$ cat config.mk
export PLATFORM = sky130hd
export DESIGN_NAME = hilo_div_ctrl_flat
export DESIGN_NICKNAME = d
export VERILOG_FILES = /design/src/rtl/hilo_div_ctrl_if.sv /design/src/rtl/hilo_div_ctrl.sv /design/src/flat_wrapper.sv
export SDC_FILE = /design/constraint.sdc
export NUM_CORES = 1
export LEC_CHECK = 0
export BUFFER_PORTS_ARGS = -buffer_cell sky130_fd_sc_hd__buf_2
export CORE_MARGIN = 2
export CORE_UTILIZATION = 25
export CTS_CLUSTER_DIAMETER = 40
export CTS_CLUSTER_SIZE = 24
export DETAILED_ROUTE_END_ITERATION = 12
export SLEW_MARGIN = 20
export SYNTH_ARGS = -nofsm -noshare
export SYNTH_HDL_FRONTEND = slang
export SYNTH_SLANG_ARGS = --single-unit
$ cat constraint.sdc
create_clock -name clock -period 2.5 [get_ports clock]
set_input_delay 0.125 -clock clock [delete_from_list [all_inputs] [get_ports clock]]
set_output_delay 0.125 -clock clock [all_outputs]
set_load 0.05 [all_outputs]
$ cat src/rtl/hilo_div_ctrl_if.sv
// Bus between the HI/LO divide controller, the multicycle control unit and
// the restoring divider. The slave side is the controller; the master side is
// whatever sits around it (control unit plus divider).
interface hilo_div_ctrl_if;
    // control unit -> controller
    logic        div_req;
    logic        mthi;
    logic        mtlo;
    logic [31:0] rs_data;
    logic [31:0] rt_data;
    // controller <-> divider
    logic        div_start;
    logic [31:0] div_a;
    logic [31:0] div_b;
    logic        div_end;
    logic [31:0] div_hi;
    logic [31:0] div_lo;
    // controller -> control unit
    logic [31:0] hi_q;
    logic [31:0] lo_q;
    logic        busy;
    logic        done;
    logic        div0_exc;
    logic        timeout_err;

    modport slave (
        input  div_req, mthi, mtlo, rs_data, rt_data,
        input  div_end, div_hi, div_lo,
        output div_start, div_a, div_b,
        output hi_q, lo_q, busy, done, div0_exc, timeout_err
    );

    modport master (
        output div_req, mthi, mtlo, rs_data, rt_data,
        output div_end, div_hi, div_lo,
        input  div_start, div_a, div_b,
        input  hi_q, lo_q, busy, done, div0_exc, timeout_err
    );
endinterface

$ cat src/rtl/hilo_div_ctrl.sv
// HI/LO divide controller: screens divide-by-zero, launches the unsigned
// restoring divider with a one-cycle start, waits (bounded) for its end flag
// and commits the remainder/quotient into the architectural HI/LO registers.
// MTHI/MTLO writes are serviced while idle.
module hilo_div_ctrl #(
    parameter int MAX_WAIT = 40  // 33..255, wait counter is 8 bits
) (
    input  logic             clock,
    input  logic             reset,
    hilo_div_ctrl_if.slave   bus
);

    typedef enum logic [1:0] {
        S_IDLE  = 2'd0,
        S_ISSUE = 2'd1,
        S_WAIT  = 2'd2
    } state_t;

    localparam logic [7:0] WAIT_LAST = 8'(MAX_WAIT - 1);

    state_t      state_q, state_d;
    logic [31:0] hi_q, hi_d;
    logic [31:0] lo_q, lo_d;
    logic [31:0] div_a_q, div_a_d;
    logic [31:0] div_b_q, div_b_d;
    logic [7:0]  wait_cnt_q, wait_cnt_d;
    logic        done_q, done_d;
    logic        div0_exc_q, div0_exc_d;
    logic        timeout_err_q, timeout_err_d;

    // Next-state and next-register computation for the controller FSM
    always_comb begin
        state_d       = state_q;
        hi_d          = hi_q;
        lo_d          = lo_q;
        div_a_d       = div_a_q;
        div_b_d       = div_b_q;
        wait_cnt_d    = wait_cnt_q;
        done_d        = 1'b0;
        div0_exc_d    = 1'b0;
        timeout_err_d = 1'b0;
        case (state_q)
            S_IDLE: begin
                // div_req wins; a coincident MTHI/MTLO is dropped.
                if (bus.div_req) begin
                    if (bus.rt_data == 32'd0) begin
                        div0_exc_d = 1'b1;
                    end else begin
                        div_a_d = bus.rs_data;
                        div_b_d = bus.rt_data;
                        state_d = S_ISSUE;
                    end
                end else begin
                    if (bus.mthi) hi_d = bus.rs_data;
                    if (bus.mtlo) lo_d = bus.rs_data;
                end
            end
            S_ISSUE: begin
                // div_end may still be high from the previous op; not looked at here.
                wait_cnt_d = 8'd0;
                state_d    = S_WAIT;
            end
            S_WAIT: begin
                if (bus.div_end) begin
                    hi_d    = bus.div_hi;
                    lo_d    = bus.div_lo;
                    done_d  = 1'b1;
                    state_d = S_IDLE;
                end else if (wait_cnt_q == WAIT_LAST) begin
                    timeout_err_d = 1'b1;
                    state_d       = S_IDLE;
                end else begin
                    wait_cnt_d = wait_cnt_q + 8'd1;
                end
            end
            default: state_d = S_IDLE;
        endcase
    end

    // State and output registers; async reset clears everything including HI/LO
    always_ff @(posedge clock or negedge reset) begin
        if (!reset) begin
            state_q       <= S_IDLE;
            hi_q          <= 32'd0;
            lo_q          <= 32'd0;
            div_a_q       <= 32'd0;
            div_b_q       <= 32'd0;
            wait_cnt_q    <= 8'd0;
            done_q        <= 1'b0;
            div0_exc_q    <= 1'b0;
            timeout_err_q <= 1'b0;
        end else begin
            state_q       <= state_d;
            hi_q          <= hi_d;
            lo_q          <= lo_d;
            div_a_q       <= div_a_d;
            div_b_q       <= div_b_d;
            wait_cnt_q    <= wait_cnt_d;
            done_q        <= done_d;
            div0_exc_q    <= div0_exc_d;
            timeout_err_q <= timeout_err_d;
        end
    end

    // busy and div_start are plain decodes of the state register, so an
    // async reset drops them at once.
    assign bus.busy        = (state_q == S_ISSUE) || (state_q == S_WAIT);
    assign bus.div_start   = (state_q == S_ISSUE);
    assign bus.div_a       = div_a_q;
    assign bus.div_b       = div_b_q;
    assign bus.hi_q        = hi_q;
    assign bus.lo_q        = lo_q;
    assign bus.done        = done_q;
    assign bus.div0_exc    = div0_exc_q;
    assign bus.timeout_err = timeout_err_q;

endmodule
$ cat src/flat_wrapper.sv
// flat-port wrapper written by rule: the top's interface ports become plain ports
module hilo_div_ctrl_flat 
#(
    parameter int MAX_WAIT = 40                                    
)
  (clock, reset, bus_div_req, bus_mthi, bus_mtlo, bus_rs_data, bus_rt_data, bus_div_end, bus_div_hi, bus_div_lo, bus_div_start, bus_div_a, bus_div_b, bus_hi_q, bus_lo_q, bus_busy, bus_done, bus_div0_exc, bus_timeout_err);
  hilo_div_ctrl_if bus_i ();
  input  logic clock;
  input  logic reset;
  input wire logic [$bits(bus_i.div_req)-1:0] bus_div_req;
  input wire logic [$bits(bus_i.mthi)-1:0] bus_mthi;
  input wire logic [$bits(bus_i.mtlo)-1:0] bus_mtlo;
  input wire logic [$bits(bus_i.rs_data)-1:0] bus_rs_data;
  input wire logic [$bits(bus_i.rt_data)-1:0] bus_rt_data;
  input wire logic [$bits(bus_i.div_end)-1:0] bus_div_end;
  input wire logic [$bits(bus_i.div_hi)-1:0] bus_div_hi;
  input wire logic [$bits(bus_i.div_lo)-1:0] bus_div_lo;
  output wire logic [$bits(bus_i.div_start)-1:0] bus_div_start;
  output wire logic [$bits(bus_i.div_a)-1:0] bus_div_a;
  output wire logic [$bits(bus_i.div_b)-1:0] bus_div_b;
  output wire logic [$bits(bus_i.hi_q)-1:0] bus_hi_q;
  output wire logic [$bits(bus_i.lo_q)-1:0] bus_lo_q;
  output wire logic [$bits(bus_i.busy)-1:0] bus_busy;
  output wire logic [$bits(bus_i.done)-1:0] bus_done;
  output wire logic [$bits(bus_i.div0_exc)-1:0] bus_div0_exc;
  output wire logic [$bits(bus_i.timeout_err)-1:0] bus_timeout_err;
  assign bus_i.div_req = bus_div_req;
  assign bus_i.mthi = bus_mthi;
  assign bus_i.mtlo = bus_mtlo;
  assign bus_i.rs_data = bus_rs_data;
  assign bus_i.rt_data = bus_rt_data;
  assign bus_i.div_end = bus_div_end;
  assign bus_i.div_hi = bus_div_hi;
  assign bus_i.div_lo = bus_div_lo;
  assign bus_div_start = bus_i.div_start;
  assign bus_div_a = bus_i.div_a;
  assign bus_div_b = bus_i.div_b;
  assign bus_hi_q = bus_i.hi_q;
  assign bus_lo_q = bus_i.lo_q;
  assign bus_busy = bus_i.busy;
  assign bus_done = bus_i.done;
  assign bus_div0_exc = bus_i.div0_exc;
  assign bus_timeout_err = bus_i.timeout_err;
  hilo_div_ctrl #(.MAX_WAIT(MAX_WAIT)) u_core (.clock(clock), .reset(reset), .bus(bus_i));
endmodule
# --- Word-level counts from Yosys, hierarchy flattened ---
# Index checks and enable logic that the tools add are counted.
totals:
  ff_bits: 141
  elab_cells: 57
  out_inout_bits: 133
  input_bits: 134
op_classes:
  n_eq_ne: 12
  bitwise: 1
  reduce_logical: 10
  n_addsub: 1
  n_mux: 24
ops:
  columns: ["operator", "count"]
  rows:
  - ["two-way mux 32 bit", 6]
  - ["case mux 32 bit (2 select lines)", 2]
  - ["zero test 32 bit", 1]
  - ["two-way mux 8 bit", 2]
  - ["!= test 2 bit, second input constant", 8]
  - ["case mux 8 bit (2 select lines)", 1]
  - ["AND reduction 3 bit", 3]
  - ["adder 8 x 1 -> 8 bit, second input constant", 1]
  - ["equality test 8 x 6 -> 1 bit, second input constant", 1]
  - ["two-way mux 1 bit", 8]
  - ["two-way mux 2 bit", 4]
  - ["AND reduction 4 bit", 2]
  - ["case mux 2 bit (3 select lines)", 1]
  - ["nonzero test 2 bit", 2]
  - ["!= test 3 x 2 -> 1 bit, second input constant", 1]
  - ["equality test 2 x 1 -> 1 bit, second input constant", 1]
  - ["equality test 2 bit, second input constant", 1]
  - ["zero test 2 bit", 1]
  - ["logical OR 1 bit", 1]
  - ["NOT 1 bit", 1]

# --- Logic depth before layout (Yosys ltp) ---
# Gate-level depths: netlist of the first run.
logic_depth:
  depth_word: 4
  ltp_mapped: 9
  ltp_nobuf: 7

# --- Worst setup path after synthesis of the first run ---
# OpenSTA, ideal clock, no wires.
synth_timing:
  path_kind: "register -> register"
  startpoint: "register u_core.state_q[0]"
  endpoint: "register u_core.wait_cnt_q[7]"
  path_stages_with_launch: 7
  period_less_slack_ns: 1.882
  arrival_time_ns: 1.761
  setup_time_ns: 0.121
  path_buffers: 0
  slack_ns: 0.618
  t_required_ns: 2.379
  path_cell_list: "dfrtp_1 inv_1 ha_1 o211ai_1 nor4_1 xnor2_1 nor2_1"
synth_between:
  elab_chain_len: 3
  elab_cells_between_ends: 7
  cone_classes: "eq/ne: 4; mux: 1; reduce/logical: 2"
synth_rtl:
  columns: ["element", "line", "rtl"]
  rows:
  - ["start, declared", "hilo_div_ctrl.sv:21", "state_t state_q, state_d;"]
  - ["start signal, assigned", "hilo_div_ctrl.sv:93", "state_q <= state_d;"]
  - ["equality test 2 bit or equality test 2 x 1 -> 1 bit (tied branches)", "hilo_div_ctrl.sv:42", "case (state_q)"]
  - ["!= test 2 bit (no line) or nonzero test 2 bit (tied branches)", null, null]
  - ["AND reduction 3 bit (no line)", null, null]
  - ["end signal, assigned", "hilo_div_ctrl.sv:98", "wait_cnt_q <= wait_cnt_d;"]
  - ["end, declared", "hilo_div_ctrl.sv:26", "logic [7:0] wait_cnt_q, wait_cnt_d;"]
# Parallel ways exist; a longest one is shown, timed or not.
# A chain may end at the register's enable or synchronous reset.

# --- Worst setup path after layout of the first run ---
layout_timing:
  startpoint: "input port bus_rt_data[28]"
  endpoint: "register u_core.div_a_q[13], in the netlist u_core.bus.div_a[13]"
layout_between:
  elab_chain_len: 3
layout_rtl:
  columns: ["element", "line", "rtl"]
  rows:
  - ["start, declared", "flat_wrapper.sv:14", "input wire logic [$bits(bus_i.rt_data)-1:0] bus_rt_data;"]
  - ["zero test 32 bit", "hilo_div_ctrl.sv:46", "if (bus.rt_data == 32'd0) begin"]
  - ["NOT 1 bit (no line)", null, null]
  - ["AND reduction 3 bit (no line)", null, null]
  - ["end signal, assigned", "hilo_div_ctrl.sv:96", "div_a_q <= div_a_d;"]
  - ["end, declared", "hilo_div_ctrl.sv:24", "logic [31:0] div_a_q, div_a_d;"]
# No other way between the ends.

==> impl_results.md, run 1 <==
- Outcome: finished, final reports clean
- Post-Route Skew: around 8.7 ps
- Worst hold path cell count: 2
- EDFF count, synth: 0
- Fmax: about 470 MHz
- Max-slew headroom: 0.455
- Clock root cell: clkbuf_16
- Fin area: 0.00939 mm^2
- First-pass GRT wire length: just under 30000 um
- Gpl congestion: slightly below 0.8
- Placed insts: 1107
- CP max stage cell: dlygate4sd3_1
- Multi-input logic area: approximately 0.0025 mm^2
- Kind of critical path: primary input to flip-flop
- Cell with the most instances after synthesis: dfrtp_1
- DR vias/cell: about 4.3
- Post-synth top flop: dfrtp_1
- RSZ-0062 raised after global routing: no
- Post-synth top area share: 0.572
- N_diodes: 0
- Hold slack: ~2.8 ps
- Hold Vio Cnt, Final: 0
- Grt ovf: 0
- Antenna violations before repair: 1
- Register area share after synthesis: 0.572
- First-pass DRT Iterations: 6
- Avg Synthesized Cell Area: 11.5 um^2
- DP Area: approximately 0.0079 mm^2
- Max FO, Critical Path: 31
- Final cell count without fillers: between 1000 and 1500
- Max Slew Vio Count: 0
- Max-Cap Viols: 0
- Least-Margin Pin Slew: 817 ps
- CTS tree: done
- Worst-case reg-to-reg path depth: 7
- Routed len/inst: 15.4 um
- Die X: 161 um
- Worst path top cell family by delay: simple AND/OR/NAND/NOR gates
- Layout area overhead: 52.4%
- Cts bufs inserted: 17
- DRC errors left: 0
- Crit-path max cell delay: between 500 and 600 ps
- Full die area: ~0.026 mm^2
- Clk Latency, worst-skew pair: 410 ps
- Share of cells above drive strength 1: 0.422
- Fin Setup TNS: 0 ps
- Tmin final: approximately 2100 ps
- Hold Path Class: primary input to flip-flop
- Warnings, synthesis: 0
- P per Cell Area: 1640 mW/mm^2
- Core Rows: 57
- Detail Placement HPWL: between 10000 and 15000 um
- TritonCTS sink count: 141
- Total stage count of the critical path: 8
- Synthesized instance count: 534
- Initial Util: 0.254
- Largest net degree at the start of global routing: 83
- #FFs+latches synth: approximately 140
- Clk slew on worst S/H paths: approximately 60 ps
- Post-route clock period utilization: 0.850
- Setup Viol. Count Final: 0
- Worst EP required: between 2000 and 3000 ps
- Port buffer count: 266
- Startpoint Class: primary input
- Max VDD drop: between 0.7 and 0.8 mV
- Die height: 161 um
- Crit. End Element: flip-flop
- Num ports: 267
- Post-synth top area cell: dfrtp_1
- Critical path arrival: 2420 ps
- Total GRT Usage: 0.147
- Pleak: around 4.4 nW
- DR vias: approximately 5300
- Critical-path cell list: dlygate4sd3_1 > buf_2 > nor4_1 > nand2_1 > nor4_4 > nor2_4 > buf_12 > mux2_4
- # nets final: 1028
- CTS Buffer Depth: 2
- # H-tree levels: 4
- Commonest cells post-synth: dfrtp_1, a21oi_1, nor2_1, mux2_4, nor2b_1
- Synth area leaders: dfrtp_1, mux2_4, a21oi_1
- Asr flop ratio synth: 1.00
- Core Footprint: around 0.024 mm^2
- Starting DRC count in detailed routing: between 200 and 250
- Routed wire length: around 19000 um
- Mapped Area: between 0.006 and 0.007 mm^2
- Post-Syn Nets: just under 700
- FF/Latch Area: 0.00353 mm^2
- Vias in the first global route: 5518
- Count of cell types in the netlist: 30
- Final ANT Viol Nets: 0
- Buffer and inverter count on the worst path: 3
- Filler Cell Count: around 2400
- Post CTS Setup Buffer Count: 0
-- layout by cell type, fill, tap and decap left out, types with 2 or more instances in the layout --
cell type,instances
bufinv_16,3
inv_6,2
buf_4,10
mux2_4,52
mux2i_1,2
mux2_2,14
dlygate4sd3_1,87
nor4_1,9
inv_1,4
xnor2_1,2
dfrtp_1,141
clkinv_4,4
clkbuf_16,17
nand2b_1,3
a21oi_1,131
buf_2,265
nor2b_1,34
a21oi_4,2
clkinvlp_4,2
nand3_1,2
o21ai_0,6
ha_1,4
nand2_1,15
nor2_1,70
buf_12,3
nor3_1,3
-- routing by layer --
layer / GRT usage / routed length (um)
met4: 0.0515 / 397
met2: 0.258 / 9620
met1: 0.173 / 7710
met5: 0 / 13
met3: 0.0413 / 1150
-- timing repair --
action	4_1_cts	5_1_grt
hold endpoints to repair	163	0
gates resized for setup	0	0
hold buffers	87	0
setup endpoints to repair	0	0
-- area by class of cell --
type	instances	share of cell area
inverters	4	0.00160
flip-flops and latches	141	0.376
multi-input cells	359	0.265
clock inverters	12	0.0173
clock buffers	19	0.0472
repair buffers	366	0.250
well taps	324	0.0432
-- registers in the layout, summed over array words and instances (netlist names) --
signal and flops:
u_core.bus.div0_exc 1, u_core.bus.lo_q 32, u_core.wait_cnt_q 8, u_core.bus.div_b 32
u_core.state_q 2, u_core.bus.div_a 32, u_core.bus.hi_q 32, u_core.bus.done 1
u_core.bus.timeout_err 1
-- report_power, final --
part | total (mW) | switching [mW] | internal [mW]
registers | 3.98 | 0.574 | 3.41
logic | 8.79 | 6.29 | 2.50
clock network | 2.62 | 1.02 | 1.60
-- cell families after synthesis --
family                   after synthesis  share of synthesized area
flip-flops                           141                      0.572
buffers and inverters                 34                     0.0284
multiplexers                          68                      0.156
XOR/XNOR                               2                    0.00284
adder cells (fa/ha/maj)                5                     0.0102
AO/OA/AOI/OAI                        142                      0.118
AND/OR/NAND/NOR                      142                      0.112
-- per-stage QoR --
step           power (mW)   util  setup WS (ps)
6_report             15.4  0.387            376
5_1_grt              16.3  0.387            168
4_1_cts              15.6  0.387            317
3_5_place_dp         12.8  0.326            399
3_3_place_gp         12.7  0.326            421
2_1_floorplan        10.6      -            618
-- path summary, 6_finish.rpt --
kind / slack, ps / startpoint / endpoint
setup / recovery: 380 / bus_rt_data[28] / u_core.bus.div_a[13]
hold / removal: 3 / bus_rt_data[26] / u_core.bus.div_b[26]
setup reg to reg: 420 / u_core.state_q[0] / u_core.bus.hi_q[15]
hold reg to reg: 510 / u_core.bus.div_a[31] / u_core.bus.div_a[31]
max in group asynchronous: 1380 / reset / u_core.bus.hi_q[25]
min in group asynchronous: 310 / reset / u_core.bus.div_b[22]
(Power assumes the default switching activity.)
==> run 2: changes to the inputs <==
==> constraint.sdc (replaced) <==
create_clock -name clock -period 2 [get_ports clock]
set_input_delay 0.1 -clock clock [delete_from_list [all_inputs] [get_ports clock]]
set_output_delay 0.1 -clock clock [all_outputs]
set_load 0.05 [all_outputs]
==> run 2 against run 1 <==
Against the previous run: power is 29% higher; count of clock-buffer cells in the layout is 3 higher; via count is 5.7% higher; largest power group unchanged.
==> impl_results.md, run 2 (synthesized netlist as in run 1, its figures left out) <==
- Outcome: finished, final reports clean
- Layout area overhead: 61.8%
- # nets final: 1077 (+4.8%)
- Total GRT Usage: 0.151 (+0.00377)
- Max FO, Critical Path: 8 (-74%)
- M1 wire length: 8490 um (+10%)
- Share of cells above drive strength 1: 0.422 (about the same)
- DRC errors left: 0 (unchanged)
- DP Area: 0.00805 mm^2 (+1.7%)
- Worst EP required: 2290 ps (-510 ps)
- Die height: 161 um (unchanged)
- Cts bufs inserted: 17 (unchanged)
- Startpoint Class: primary input
- Fmax: ~520 MHz
- R2R setup slack: 70 ps (-350 ps)
- Detail Placement HPWL: 13200 um (+2.5%)
- Placed insts: 1117 (+0.90%)
- Met2 wire length: 9780 um (+1.7%)
- Core Footprint: 0.0242 mm^2 (unchanged)
- CTS tree: done
- Core Rows: 57 (unchanged)
- CP most frequent cell: nor4_4
- TritonCTS sink count: 141 (unchanged)
- Num ports: 267 (unchanged)
- Most common cell after layout, fill and taps aside: buf_2
- Initial Util: 0.254 (unchanged)
- Routed met3 length: 1050 um (-8.2%)
- Max Slew Vio Count: 0 (unchanged)
- Crit. End Element: flip-flop
- Max-Cap Viols: 0 (unchanged)
- Post-Route Skew: 8.03 ps (-0.692 ps)
- P per Cell Area: 1990 mW/mm^2 (+21%)
- Critical path arrival: 2230 ps (-190 ps)
- Antenna violations before repair: 0 (-1)
- Max VDD drop: 0.802 mV (+2.3%)
- Full die area: 0.0259 mm^2 (unchanged)
- Pleak: 4.63 nW (+5.7%)
- Clk Latency, worst-skew pair: 410 ps (about the same)
- Hold EP: u_core.bus.hi_q[2]
- Fin Setup TNS: 0 ps (unchanged)
- Hold slack: 21.4 ps (+18.6 ps)
- R2r endpoint: u_core.state_q[0]
- Origin of the critical flop-to-flop path: u_core.wait_cnt_q[0]
- Largest net degree at the start of global routing: 66 (-20%)
- Tmin final: slightly below 2000 ps
- Hold Path Class: primary input to flip-flop
- Final cell count without fillers: 1274 (+4.0%)
- First-pass DRT Iterations: 4 (-2)
- Setup Viol. Count Final: 0 (unchanged)
- N_diodes: 0 (unchanged)
- Worst slack, placed: -11.6 ps (-411 ps)
- Worst-case reg-to-reg path depth: 6 (-1)
- Gpl congestion: 0.783 (+0.57%)
- Crit-path max cell delay: 550 ps (+20 ps)
- Starting DRC count in detailed routing: 273 (+25%)
- Fin area: 0.00997 mm^2 (+6.2%)
- Critical-path cell list: dlygate4sd3_1 > buf_2 > nor4_4 > nand2_2 > nor4_4 > nor2_4 > buf_4 > mux2_4
- DR vias: 5624 (+5.7%)
- Grt ovf: 0 (unchanged)
- Port buffer count: 266 (unchanged)
- Filler Cell Count: 2319 (-4.6%)
- DR vias/cell: 4.41 (+1.6%)
- # H-tree levels: 4 (unchanged)
- CP max stage cell: dlygate4sd3_1
- Vias in the first global route: 5848 (+6.0%)
- Least-Margin Pin Slew: 434 ps (-383 ps)
- Routed wire length: 20000 um (+5.9%)
- Post-route clock period utilization: 0.969
- Highest metal used: met4
- Clk slew on worst S/H paths: 60 ps (about the same)
- Final ANT Viol Nets: 0 (unchanged)
- CTS Buffer Depth: 2 (unchanged)
- Max-slew headroom: 0.707 (+0.252)
- Worst hold path cell count: 3 (+1)
- Die X: 161 um (unchanged)
- RSZ-0062 raised after global routing: yes
- Clock root cell: clkbuf_16
- Most frequent cells in the layout: buf_2, dfrtp_1, a21oi_1
- Fin worst setup slack: 61.9 ps (-314 ps)
- Hold Startpoint: bus_div_hi[2]
- Routed len/inst: 15.7 um (+1.9%)
- Kind of critical path: primary input to flip-flop
- Hold Vio Cnt, Final: 0 (unchanged)
- First-pass GRT wire length: 30900 um (+4.1%)
run 2: changes by cell type in the layout (fill, tap and decap cells not counted), moves of 2 or more:
| cell | change |
|---|---|
| nor4_4 | +2 |
| dlygate4sd3_1 | +35 |
| buf_4 | +6 |
| buf_12 | +6 |
| clkbuf_8 | +2 |
| nor4_1 | -3 |
| clkinv_4 | -2 |
run 2: where the power goes:
group          internal (mW)  total, mW  switching [mW]
combinational           3.56       11.7            8.10
clock                   1.93       3.17            1.24
sequential              4.26       5.00           0.735
run 2: critical path, delay by kind of cell:
family | cells | cell delay, ps
AND/OR/NAND/NOR | 4 | 910
multiplexers | 1 | 310
buffers and inverters | 3 | 910
run 2: how the worst max path moves through the flow:
| stage | from | to | slack [ps] | cells past startpoint |
|---|---|---|---|---|
| final | bus_rt_data[2] | u_core.bus.div_b[15] | 60 | 8 |
| after global routing | u_core.wait_cnt_q[0] | u_core.state_q[1] | -20 | 6 |
| after CTS | u_core.wait_cnt_q[0] | u_core.state_q[0] | 20 | 6 |
| after detailed placement | bus_rt_data[25] | u_core.bus.div_b[15] | -10 | 8 |
| after global placement | bus_rt_data[25] | u_core.bus.div_a[11] | 80 | 8 |
| after floorplan | u_core.state_q[0] | u_core.wait_cnt_q[7] | 120 | 6 |
run 2: final cells by class:
cell class	instances	area [um^2]	share of cell area
flip-flops and latches	141	3530	0.354
multi-input cells	359	2540	0.255
repair buffers	415	2900	0.290
inverters	4	15.0	0.00151
well taps	324	405	0.0407
clock buffers	22	474	0.0476
clock inverters	9	111	0.0112
run 2: through the flow:
stage / utilization / power (mW)
after global routing: 0.411 / 20.9
after CTS: 0.407 / 19.7
after detailed placement: 0.332 / 16.3
after global placement: 0.332 / 16.1
final: 0.411 / 19.8
after floorplan: - / 13.2
run 2: repair_timing:
| item | 4_1_cts | 5_1_grt |
|---|---|---|
| hold buffers | 122 | 0 |
| resized for setup | 0 | 12 |
| setup endpoints to repair | 0 | 115 |
| buffers inserted | 0 | 3 |
| hold endpoints to repair | 173 | 0 |
run 2: routing by layer:
metal,track usage,up-vias
li1,-,2672
met1,0.183,2702
met2,0.252,204
met3,0.0380,46
met4,0.0726,0
met5,0,-
==> run 3: changes to the inputs <==
--- a/config.mk
+++ b/config.mk
@@ -8,6 +8,7 @@
 export BUFFER_PORTS_ARGS = -buffer_cell sky130_fd_sc_hd__buf_2
 export CORE_MARGIN = 2
 export CORE_UTILIZATION = 25
+export CTS_BUF_LIST = sky130_fd_sc_hd__clkbuf_2 sky130_fd_sc_hd__clkbuf_4 sky130_fd_sc_hd__clkbuf_8
 export CTS_CLUSTER_DIAMETER = 40
 export CTS_CLUSTER_SIZE = 24
 export DETAILED_ROUTE_END_ITERATION = 12
==> run 3 against run 2 <==
Against the previous run: final cell count is 0.71% higher; critical path depth unchanged; power is 4.1% lower; die area is the same; global-route usage increased by 0.31 points; first-iteration DRC count up 2.6%; flip-flop and latch count did not move; clock skew increased by 2.8 ps; clock power down 25%; core utilization down 0.51 points; worst hold slack improved by 100 ps.
==> impl_results.md, run 3 (synthesized netlist as in run 1, its figures left out) <==
- Worst slack, placed: -11.6 ps (unchanged)
- Hold slack: 121 ps (+99.9 ps)
- Critical-path cell list: dlygate4sd3_1 > buf_2 > nor4_1 > nand2_1 > nor4_4 > nor2_4 > buf_12 > mux2_4
- Fin Setup TNS: 0 ps (unchanged)
- First-pass DRT Iterations: 6 (+2)
- Routed wire length: 20400 um (+1.8%)
- Critical path arrival: 2280 ps (+50 ps)
- Total GRT Usage: 0.154 (+0.00309)
- # nets final: 1086 (+0.84%)
- Antenna violations before repair: 0 (unchanged)
- Least-Margin Pin Slew: 430 ps (-4.87 ps)
- Max VDD drop: 0.799 mV (-0.35%)
- Clk Latency, worst-skew pair: 440 ps (+30 ps)
- Fin worst setup slack: 41.9 ps (-20.0 ps)
- Max FO, Critical Path: 21 (+13)
- Tmin final: 1960 ps (+20.0 ps)
- N_diodes: 0 (unchanged)
- # H-tree levels: 4 (unchanged)
- Full die area: 0.0259 mm^2 (unchanged)
- Final ANT Viol Nets: 0 (unchanged)
- Buffer and inverter count on the worst path: 3 (unchanged)
- Most frequent cells in the layout: buf_2, dfrtp_1, dlygate4sd3_1
- Post-Route Skew: 10.8 ps (+2.78 ps)
- Grt ovf: 0 (unchanged)
- Cts bufs inserted: 17 (unchanged)
- Share of cells above drive strength 1: 0.419 (-0.00292)
- CP max stage cell: dlygate4sd3_1
- Layout area overhead: 59.7%
- Max Slew Vio Count: 0 (unchanged)
- Placed insts: 1117 (unchanged)
- Largest net degree at the start of global routing: 66 (unchanged)
- RSZ-0062 raised after global routing: yes
- TritonCTS sink count: 141 (unchanged)
- DR vias: 5649 (+0.44%)
- Routed len/inst: 15.9 um (+1.1%)
- Post-route clock period utilization: 0.979 (+0.0100)
- Kind of critical path: primary input to flip-flop
- Clock root cell: clkbuf_8
- Hold Vio Cnt, Final: 0 (unchanged)
- CTS tree: done
- Final cell count without fillers: 1283 (+0.71%)
- Most common cell after layout, fill and taps aside: buf_2
- Setup Viol. Count Final: 0 (unchanged)
- Gpl congestion: 0.783 (unchanged)
- Detail Placement HPWL: 13200 um (unchanged)
- Pleak: 4.58 nW (-1.0%)
- Crit. End Element: flip-flop
- DRC errors left: 0 (unchanged)
- Startpoint Class: primary input
- Worst path top cell family by delay: simple AND/OR/NAND/NOR gates
- Die height: 161 um (unchanged)
- Starting DRC count in detailed routing: 280 (+2.6%)
- P per Cell Area: 1930 mW/mm^2 (-2.9%)
- Vias in the first global route: 5973 (+2.1%)
- Max-Cap Viols: 0 (unchanged)
- Outcome: finished, final reports clean
- Die X: 161 um (unchanged)
- Fmax: 511 MHz (-1.0%)
- Hold Path Class: primary input to async pin
- Core Footprint: 0.0242 mm^2 (unchanged)
- First-pass GRT wire length: 31400 um (+1.6%)
- DR vias/cell: 4.40 (-0.26%)
- Port buffer count: 266 (unchanged)
- Filler Cell Count: 2327 (+0.34%)
- Num ports: 267 (unchanged)
- Crit-path max cell delay: 560 ps (about the same)
- Total chip power: 19.0 mW (-4.1%)
- Initial Util: 0.254 (unchanged)
- Worst EP required: 2320 ps (+30 ps)
- Max-slew headroom: 0.710 (+0.00329)
- Clk slew on worst S/H paths: 80 ps (+20 ps)
- CTS Buffer Depth: 2 (unchanged)
- Core Rows: 57 (unchanged)
==> run 3: timing repair <==
| item | 4_1_cts | 5_1_grt |
|---|---|---|
| endpoints found under the setup margin | 0 | 123 |
| resized for setup | 0 | 8 |
| endpoints found under the hold margin | 269 | 0 |
| buffers inserted | 0 | 3 |
| hold buffers | 131 | 0 |
==> run 3: worst paths after layout <==
path                       slack, ps  cells after the start                    to                  from
setup / recovery                  40                      8  u_core.bus.div_a[12]       bus_rt_data[19]
min in group clock               330                      5    u_core.bus.lo_q[0]              bus_mtlo
hold reg to reg                  510                      1  u_core.bus.div_b[20]  u_core.bus.div_b[20]
setup reg to reg                  50                      6     u_core.state_q[1]  u_core.wait_cnt_q[0]
hold / removal                   120                      2  u_core.bus.div_b[18]                 reset
max in group asynchronous       1150                      3   u_core.bus.hi_q[14]                 reset
==> run 3: power breakdown <==
group	internal, mW	switching (mW)	total, mW
Sequential	4.25	0.740	4.99
Combinational	3.55	8.11	11.7
Clock	1.23	1.14	2.37
Total	9.03	9.99	19.0
==> run 3: final cells by class <==
class	instances	area (um^2)	share of cell area
Tap cell	324	405	0.0412
Timing Repair Buffer	424	2980	0.303
Multi-Input combinational cell	359	2510	0.255
Sequential cell	141	3530	0.358
Clock buffer	22	290	0.0295
Clock inverter	9	111	0.0113
Inverter	4	15.0	0.00152
==> run 3: stage by stage <==
stage          utilization  cell area [um^2]
2_1_floorplan            -              6160
3_3_place_gp         0.332              8050
3_5_place_dp         0.332              8050
4_1_cts              0.403              9760
5_1_grt              0.406              9850
6_report             0.406              9850
==> run 3: layer usage <==
layer  routed length (um)  global-route usage  vias to the layer above  share of wire
met4                  592              0.0722                        0          0.029
met5                    0                   0                        -              0
met3                 1080              0.0395                       40          0.053
met2                10000               0.260                      205           0.49
li1                     -                   -                     2683              -
met1                 8660               0.185                     2721           0.42
